<file path="src/rtl/filt_requant.sv">
// filt_requant: captures filt_mac results, decimates, rounds/saturates and queues them.
// Latency: o_valid rises 3 edges after i_done&i_ena is sampled (empty FIFO).
// Backpressure: i_ready stalls the FIFO head; new samples drop (o_drop) while full without a read.

// Generic first-word fall-through FIFO with extra pointer wrap bit.
// Latency: write visible on rd_dat the edge after wr_vld; read advances head at the edge.
// Backpressure: write refused when full unless a read happens in the same cycle; wr_drop pulses next cycle.
module filt_requant_fifo #(
    parameter int DW    = 16,
    parameter int DEPTH = 4
) (
    input  logic                     i_clk,
    input  logic                     i_rst_an,
    input  logic                     wr_vld,
    input  logic [DW-1:0]            wr_dat,
    output logic                     wr_drop,
    input  logic                     rd_rdy,
    output logic                     rd_vld,
    output logic [DW-1:0]            rd_dat,
    output logic [$clog2(DEPTH):0]   level
);
    localparam int AW = $clog2(DEPTH);

    logic [DW-1:0] mem [DEPTH];
    logic [AW:0]   wptr;
    logic [AW:0]   rptr;
    logic          full;
    logic          empty;
    logic          rd_en;
    logic          wr_en;

    assign level  = wptr - rptr;
    assign full   = (level == (AW+1)'(DEPTH));
    assign empty  = (level == '0);
    assign rd_vld = !empty;
    assign rd_dat = empty ? '0 : mem[rptr[AW-1:0]];
    assign rd_en  = rd_vld & rd_rdy;
    // A simultaneous read frees the slot, so a full FIFO still accepts the write.
    assign wr_en  = wr_vld & (!full | rd_en);

    always_ff @(posedge i_clk or negedge i_rst_an) begin
        if (!i_rst_an) begin
            wptr    <= '0;
            rptr    <= '0;
            wr_drop <= 1'b0;
            for (int i = 0; i < DEPTH; i++) mem[i] <= '0;
        end else begin
            wr_drop <= wr_vld & full & ~rd_en;
            if (wr_en) begin
                mem[wptr[AW-1:0]] <= wr_dat;
                wptr              <= wptr + 1'b1;
            end
            if (rd_en) rptr <= rptr + 1'b1;
        end
    end
endmodule

// Requantiser top: done qualification, decimation, round-half-up + saturation, output FIFO.
// Latency: 3 edges from sampled i_done to o_valid when the FIFO is empty.
// Backpressure: valid/ready on the output; overflow of the FIFO drops the newest sample.
module filt_requant #(
    parameter int gp_inp_width  = 37,
    parameter int gp_oup_width  = 16,
    parameter int gp_shift      = 12,
    parameter int gp_dec_factor = 1,
    parameter int gp_fifo_depth = 4
) (
    input  logic                              i_clk,
    input  logic                              i_rst_an,
    input  logic                              i_ena,
    input  logic                              i_done,
    input  logic signed [gp_inp_width-1:0]    i_data,
    input  logic                              i_clr_ovf,
    input  logic                              i_ready,
    output logic signed [gp_oup_width-1:0]    o_data,
    output logic                              o_valid,
    output logic                              o_ovf,
    output logic                              o_drop,
    output logic [$clog2(gp_fifo_depth):0]    o_level
);
    localparam int CW = (gp_dec_factor > 1) ? $clog2(gp_dec_factor) : 1;
    localparam int RW = gp_inp_width - gp_shift + 1;
    localparam logic signed [gp_oup_width-1:0] c_max = {1'b0, {(gp_oup_width-1){1'b1}}};
    localparam logic signed [gp_oup_width-1:0] c_min = {1'b1, {(gp_oup_width-1){1'b0}}};

    logic                           r_done_d;
    logic [CW-1:0]                  r_dec_cnt;
    logic signed [gp_oup_width-1:0] r_q;
    logic                           r_q_vld;
    logic                           r_ovf;
    logic signed [gp_inp_width:0]   rnd_sum;
    logic signed [RW-1:0]           rnd_q;
    logic                           sat_hi;
    logic                           sat_lo;
    logic signed [gp_oup_width-1:0] sat_q;
    logic                           keep;
    logic [gp_oup_width-1:0]        fifo_dat;

    generate
        if (gp_shift > 0) begin : g_round
            localparam logic [gp_inp_width:0] c_half = (gp_inp_width+1)'(1) << (gp_shift-1);
            assign rnd_sum = {i_data[gp_inp_width-1], i_data} + c_half;
        end else begin : g_noround
            assign rnd_sum = {i_data[gp_inp_width-1], i_data};
        end
    endgenerate

    assign rnd_q  = RW'(rnd_sum >>> gp_shift);
    // Out of range whenever the bits above the output sign bit disagree with the sign.
    assign sat_hi = !rnd_q[RW-1] &&  (|rnd_q[RW-2:gp_oup_width-1]);
    assign sat_lo =  rnd_q[RW-1] && !(&rnd_q[RW-2:gp_oup_width-1]);
    assign sat_q  = sat_hi ? c_max : (sat_lo ? c_min : rnd_q[gp_oup_width-1:0]);
    assign keep   = (r_dec_cnt == '0);

    always_ff @(posedge i_clk or negedge i_rst_an) begin
        if (!i_rst_an) begin
            r_done_d  <= 1'b0;
            r_dec_cnt <= '0;
            r_q       <= '0;
            r_q_vld   <= 1'b0;
            r_ovf     <= 1'b0;
        end else begin
            r_done_d <= i_ena & i_done;
            r_q_vld  <= r_done_d & keep;
            if (r_done_d) begin
                r_dec_cnt <= (r_dec_cnt == CW'(gp_dec_factor-1)) ? '0 : r_dec_cnt + 1'b1;
                if (keep) r_q <= sat_q;
            end
            if (r_done_d && keep && (sat_hi || sat_lo)) r_ovf <= 1'b1;
            else if (i_clr_ovf)                         r_ovf <= 1'b0;
        end
    end

    assign o_ovf = r_ovf;

    filt_requant_fifo #(
        .DW    (gp_oup_width),
        .DEPTH (gp_fifo_depth)
    ) u_fifo (
        .i_clk    (i_clk),
        .i_rst_an (i_rst_an),
        .wr_vld   (r_q_vld),
        .wr_dat   (r_q),
        .wr_drop  (o_drop),
        .rd_rdy   (i_ready),
        .rd_vld   (o_valid),
        .rd_dat   (fifo_dat),
        .level    (o_level)
    );

    assign o_data = fifo_dat;
endmodule

</file>
<file path="config.mk">
export PLATFORM = sky130hd
export DESIGN_NAME = filt_requant
export DESIGN_NICKNAME = d
export VERILOG_FILES = /design/src/rtl/filt_requant.sv
export SDC_FILE = /design/constraint.sdc
export NUM_CORES = 1
export LEC_CHECK = 0
export BUFFER_PORTS_ARGS = -buffer_cell sky130_fd_sc_hd__buf_2
export CORE_MARGIN = 5
export CORE_UTILIZATION = 35
export DETAILED_ROUTE_END_ITERATION = 7
export PLACE_DENSITY = 0.62
export SETUP_SLACK_MARGIN = 0.05
export SLEW_MARGIN = 10
export SYNTH_ARGS = -nofsm -noshare
export SYNTH_HDL_FRONTEND = slang
export SYNTH_HIERARCHICAL = 1
export SYNTH_SLANG_ARGS = --single-unit
</file>
<file path="constraint.sdc">
create_clock -name i_clk -period 7 [get_ports i_clk]
set_input_delay 1.4 -clock i_clk [delete_from_list [all_inputs] [get_ports i_clk]]
set_output_delay 1.4 -clock i_clk [all_outputs]
set_load 0.005 [all_outputs]
</file>
==> metrics.md <==
| Metric | Value |
|---|---|
| Clock skew | `just over 0.007 ns` |
| Hold_buf cts | `0` |
| Synth warn | `6` |
| Critical-path top delay cell | `xor3_1` |
| Post-Syn Area | `4980 sq um` |
| Drt drc | `0` |
| Area contributors post-synth | `dfrtp_1, mux2_2, mux4_2` |
| Final hold violations | `0` |
| Root Buffer | `clkbuf_16` |
| Sum Neg Setup Slack | `0 ns` |
| Post-cts sizing count | `0` |
| Sw power | `between 800 and 900 uW` |
| Die Y | `between 100 and 150 um` |
| Final nets | `~480` |
| Syn Area/Cell | `13.0 sq um` |
| Clock Latency Late Sink | `0.33 ns` |
| # setup viols final | `0` |
| Total clock buffers created by CTS | `9` |
| I/O Buffers | `53` |
| CP required | `roughly 5.6 ns` |
| Netlist cell types | `64` |
| Worst-path maximum fanout | `19` |
| Internal | `about 1.6 mW` |
| Biggest area consumer among synthesized cells | `dfrtp_1` |
| Hold Slack | `~0.48 ns` |
| Critical path type | `reg2out` |
| Seq/Total Area, Yosys | `0.452` |
| Initial Util | `0.358` |
| Area of the die | `about 17,000 sq um` |
| Critical-path cell list | `fa_1 > xor3_1 > nor2_8 > and2b_1 > buf_2` |
| Tightest Pin Transition | `slightly below 1 ns` |
| Initial antenna violation count | `0` |
| Clock buffer depth | `2` |
| GP Congestion | `around 0.87` |
| Via density per instance | `around 5.1` |
| Hold path cells | `1` |
| WP data arrival | `just over 3 ns` |
| Clock transition at path regs | `0.06 ns` |
| Most common cell in the synthesized netlist | `dfrtp_1` |
| Syn nets | `between 400 and 500` |
| Slew margin rel. | `0.346` |
| Initial DRC Count | `189` |
| Total power | `approximately 2.4 mW` |
| Number of global-route vias before repair | `3,285` |
| CP Buf/Inv Count | `1` |
| Clock sinks | `90` |
| Yosys top cell area share | `0.452` |
| Final period utilization | `0.639` |
| Layout cells sized above 1 | `0.386` |
| First-pass DRT Iterations | `4` |
| Setup bufs post-CTS | `0` |
| Unrepaired setup endpoints after global routing | `false` |
| Flops & latches, synth | `90` |
| Post-synth ARST share | `1.00` |
| Post-DP HPWL | `between 7 and 8 mm` |
| Core area | `between 10,000 and 15,000 sq um` |
| Cell Pwr Density | `about 430 nW/um^2` |
| Logic pwr share | `0.437` |
| Top FF cell, synth | `dfrtp_1` |
| HP Class | `reg2reg` |
| Cell family with most CP delay | `XOR/XNOR gates` |
| Crit path capture type | `output port` |
| WL/cell | `approximately 17 um` |
| Maximum capacitance violations | `0` |
| First-pass GRT wire length | `~17 mm` |
| Post-route ant nets | `0` |
| Clock Power Share | `0.194` |
| Max Slew Vio Count | `0` |
| Antenna Diode Count | `0` |
| Syn Inst Count | `about 380` |
| Wirelength, routed | `approximately 10 mm` |
| Worst Reg-to-Reg Cells | `4` |
| Leakage | `approximately 2.3 nW` |
| Largest net degree at the start of global routing | `76` |
| Fin crit period | `~4.5 ns` |
| Reg power frac | `0.369` |
| Commonest cells post-synth | `dfrtp_1, mux2_2, mux2_4, nor2_1, nand2_1` |
| Gr ovfl total | `0` |
| Rows | `43` |
| Gr usage total | `0.131` |
| Number of flops mapped to enable cells by yosys | `0` |
| Slowest stage delay, CP | `0.89 ns` |
| Worst vdd ir | `260 uV` |
| Area growth syn-to-layout | `12.6%` |
| # fillers | `1,339` |
| Status | `complete, no violations` |
| H-tree level count | `3` |
| DR vias | `around 3,200` |
| Startpoint types | `flop` |
| Peak Freq | `approximately 220 MHz` |
| CTS tree | `done` |
| Worst path depth | `5` |
| Switching part of the total | `0.333` |
| I/O pin total | `65` |
| Die Wd | `between 100 and 150 um` |
==> cell type report <==
cell class / instances / area (sq um) / area share
Tap cell: 180 / 225 / 0.0401
Clock buffer: 10 / 229 / 0.0408
Clock inverter: 6 / 66.3 / 0.0118
Inverter: 12 / 45.0 / 0.00803
Multi-Input combinational cell: 262 / 2510 / 0.447
Timing Repair Buffer: 55 / 283 / 0.0504
Sequential cell: 90 / 2250 / 0.401
==> cell usage in the layout, fill, tap and decap left out, types with 3 or more instances in the layout <==
master,Yosys,final
ha_1,7,7
mux4_2,16,16
o2111ai_1,3,3
and2b_1,3,3
clkbuf_16,0,9
or4_1,3,3
nor3_1,3,3
buf_2,3,52
xnor2_1,8,8
o21ai_0,4,4
clkinvlp_4,0,3
a21oi_4,4,4
a21oi_1,8,8
nor2_1,19,19
mux2_2,43,43
mux2_1,4,4
a311oi_1,13,13
inv_1,12,12
and3_1,4,4
nor2b_1,13,13
nand3_1,5,5
nand2_1,18,18
dfrtp_1,90,90
nor4_1,6,6
mux2_4,19,19
xor2_1,9,9
nand4_1,6,6
buf_4,0,3
==> power by group through the flow <==
stage                     logic [mW]  registers, mW  clock network [mW]
after global routing            1.18          0.929               0.515
after floorplan                0.843          0.836                   0
after detailed placement        1.10          0.909                   0
after CTS                       1.10          0.901               0.487
final                           1.07          0.900               0.474
after global placement          1.07          0.888                   0
==> flip-flops by register name, indices dropped and copies added, names as in the netlist <==
name and flops:
u_fifo/mem 64, r_q 16, u_fifo/rptr 3, u_fifo/wptr 3, o_ovf 1, r_done_d 1
r_q_vld 1, u_fifo/wr_drop 1
==> path summary, 6_finish.rpt <==
path	startpoint	endpoint	slack (ns)
worst max-delay path	u_fifo/rptr[1]	o_data[9]	2.53
worst min-delay path	u_fifo/mem[43]	u_fifo/mem[43]	0.48
worst max register to register	u_fifo/rptr[1]	u_fifo/mem[3]	3.64
worst min register to register	u_fifo/mem[43]	u_fifo/mem[43]	0.48
max in group asynchronous	i_rst_an	u_fifo/mem[19]	4.90
min in group asynchronous	i_rst_an	u_fifo/wr_drop	0.91
==> worst register-to-register path: stages (launching register included) <==
cell and delay (ns):
dfrtp_1 0.99, fa_1 0.33, xor3_1 0.71, a21oi_4 0.79, mux2_2 0.42
==> logic make-up (layout without fill, tap and decap cells) <==
family	after synthesis	count (layout)	synth area share
AO/OA/AOI/OAI	52	52	0.0909
XOR/XNOR	18	18	0.0346
adder cells (fa/ha/maj)	8	8	0.0216
buffers and inverters	32	83	0.0444
flip-flops	90	90	0.452
multiplexers	82	82	0.236
AND/OR/NAND/NOR	102	102	0.121
==> through the flow <==
| step | utilization | area [sq um] | instances | worst slack (ns) |
|---|---|---|---|---|
| global placement | 0.381 | 5320 | 599 | 2.73 |
| global route | 0.403 | 5610 | 615 | 2.38 |
| finish | 0.403 | 5610 | 615 | 2.53 |
| CTS | 0.403 | 5610 | 615 | 2.46 |
| floorplan | - | 4980 | 384 | 3.37 |
| detailed placement | 0.381 | 5320 | 599 | 2.65 |
==> metal layers <==
metal | track usage | vias to the layer above | wire length (um)
met4 | 0.0408 | 0 | 131
li1 | - | 1519 | -
met1 | 0.195 | 1577 | 5280
met5 | 0 | - | 0
met3 | 0.0260 | 9 | 385
met2 | 0.194 | 60 | 4630
Power figures use the tool's default switching activity.
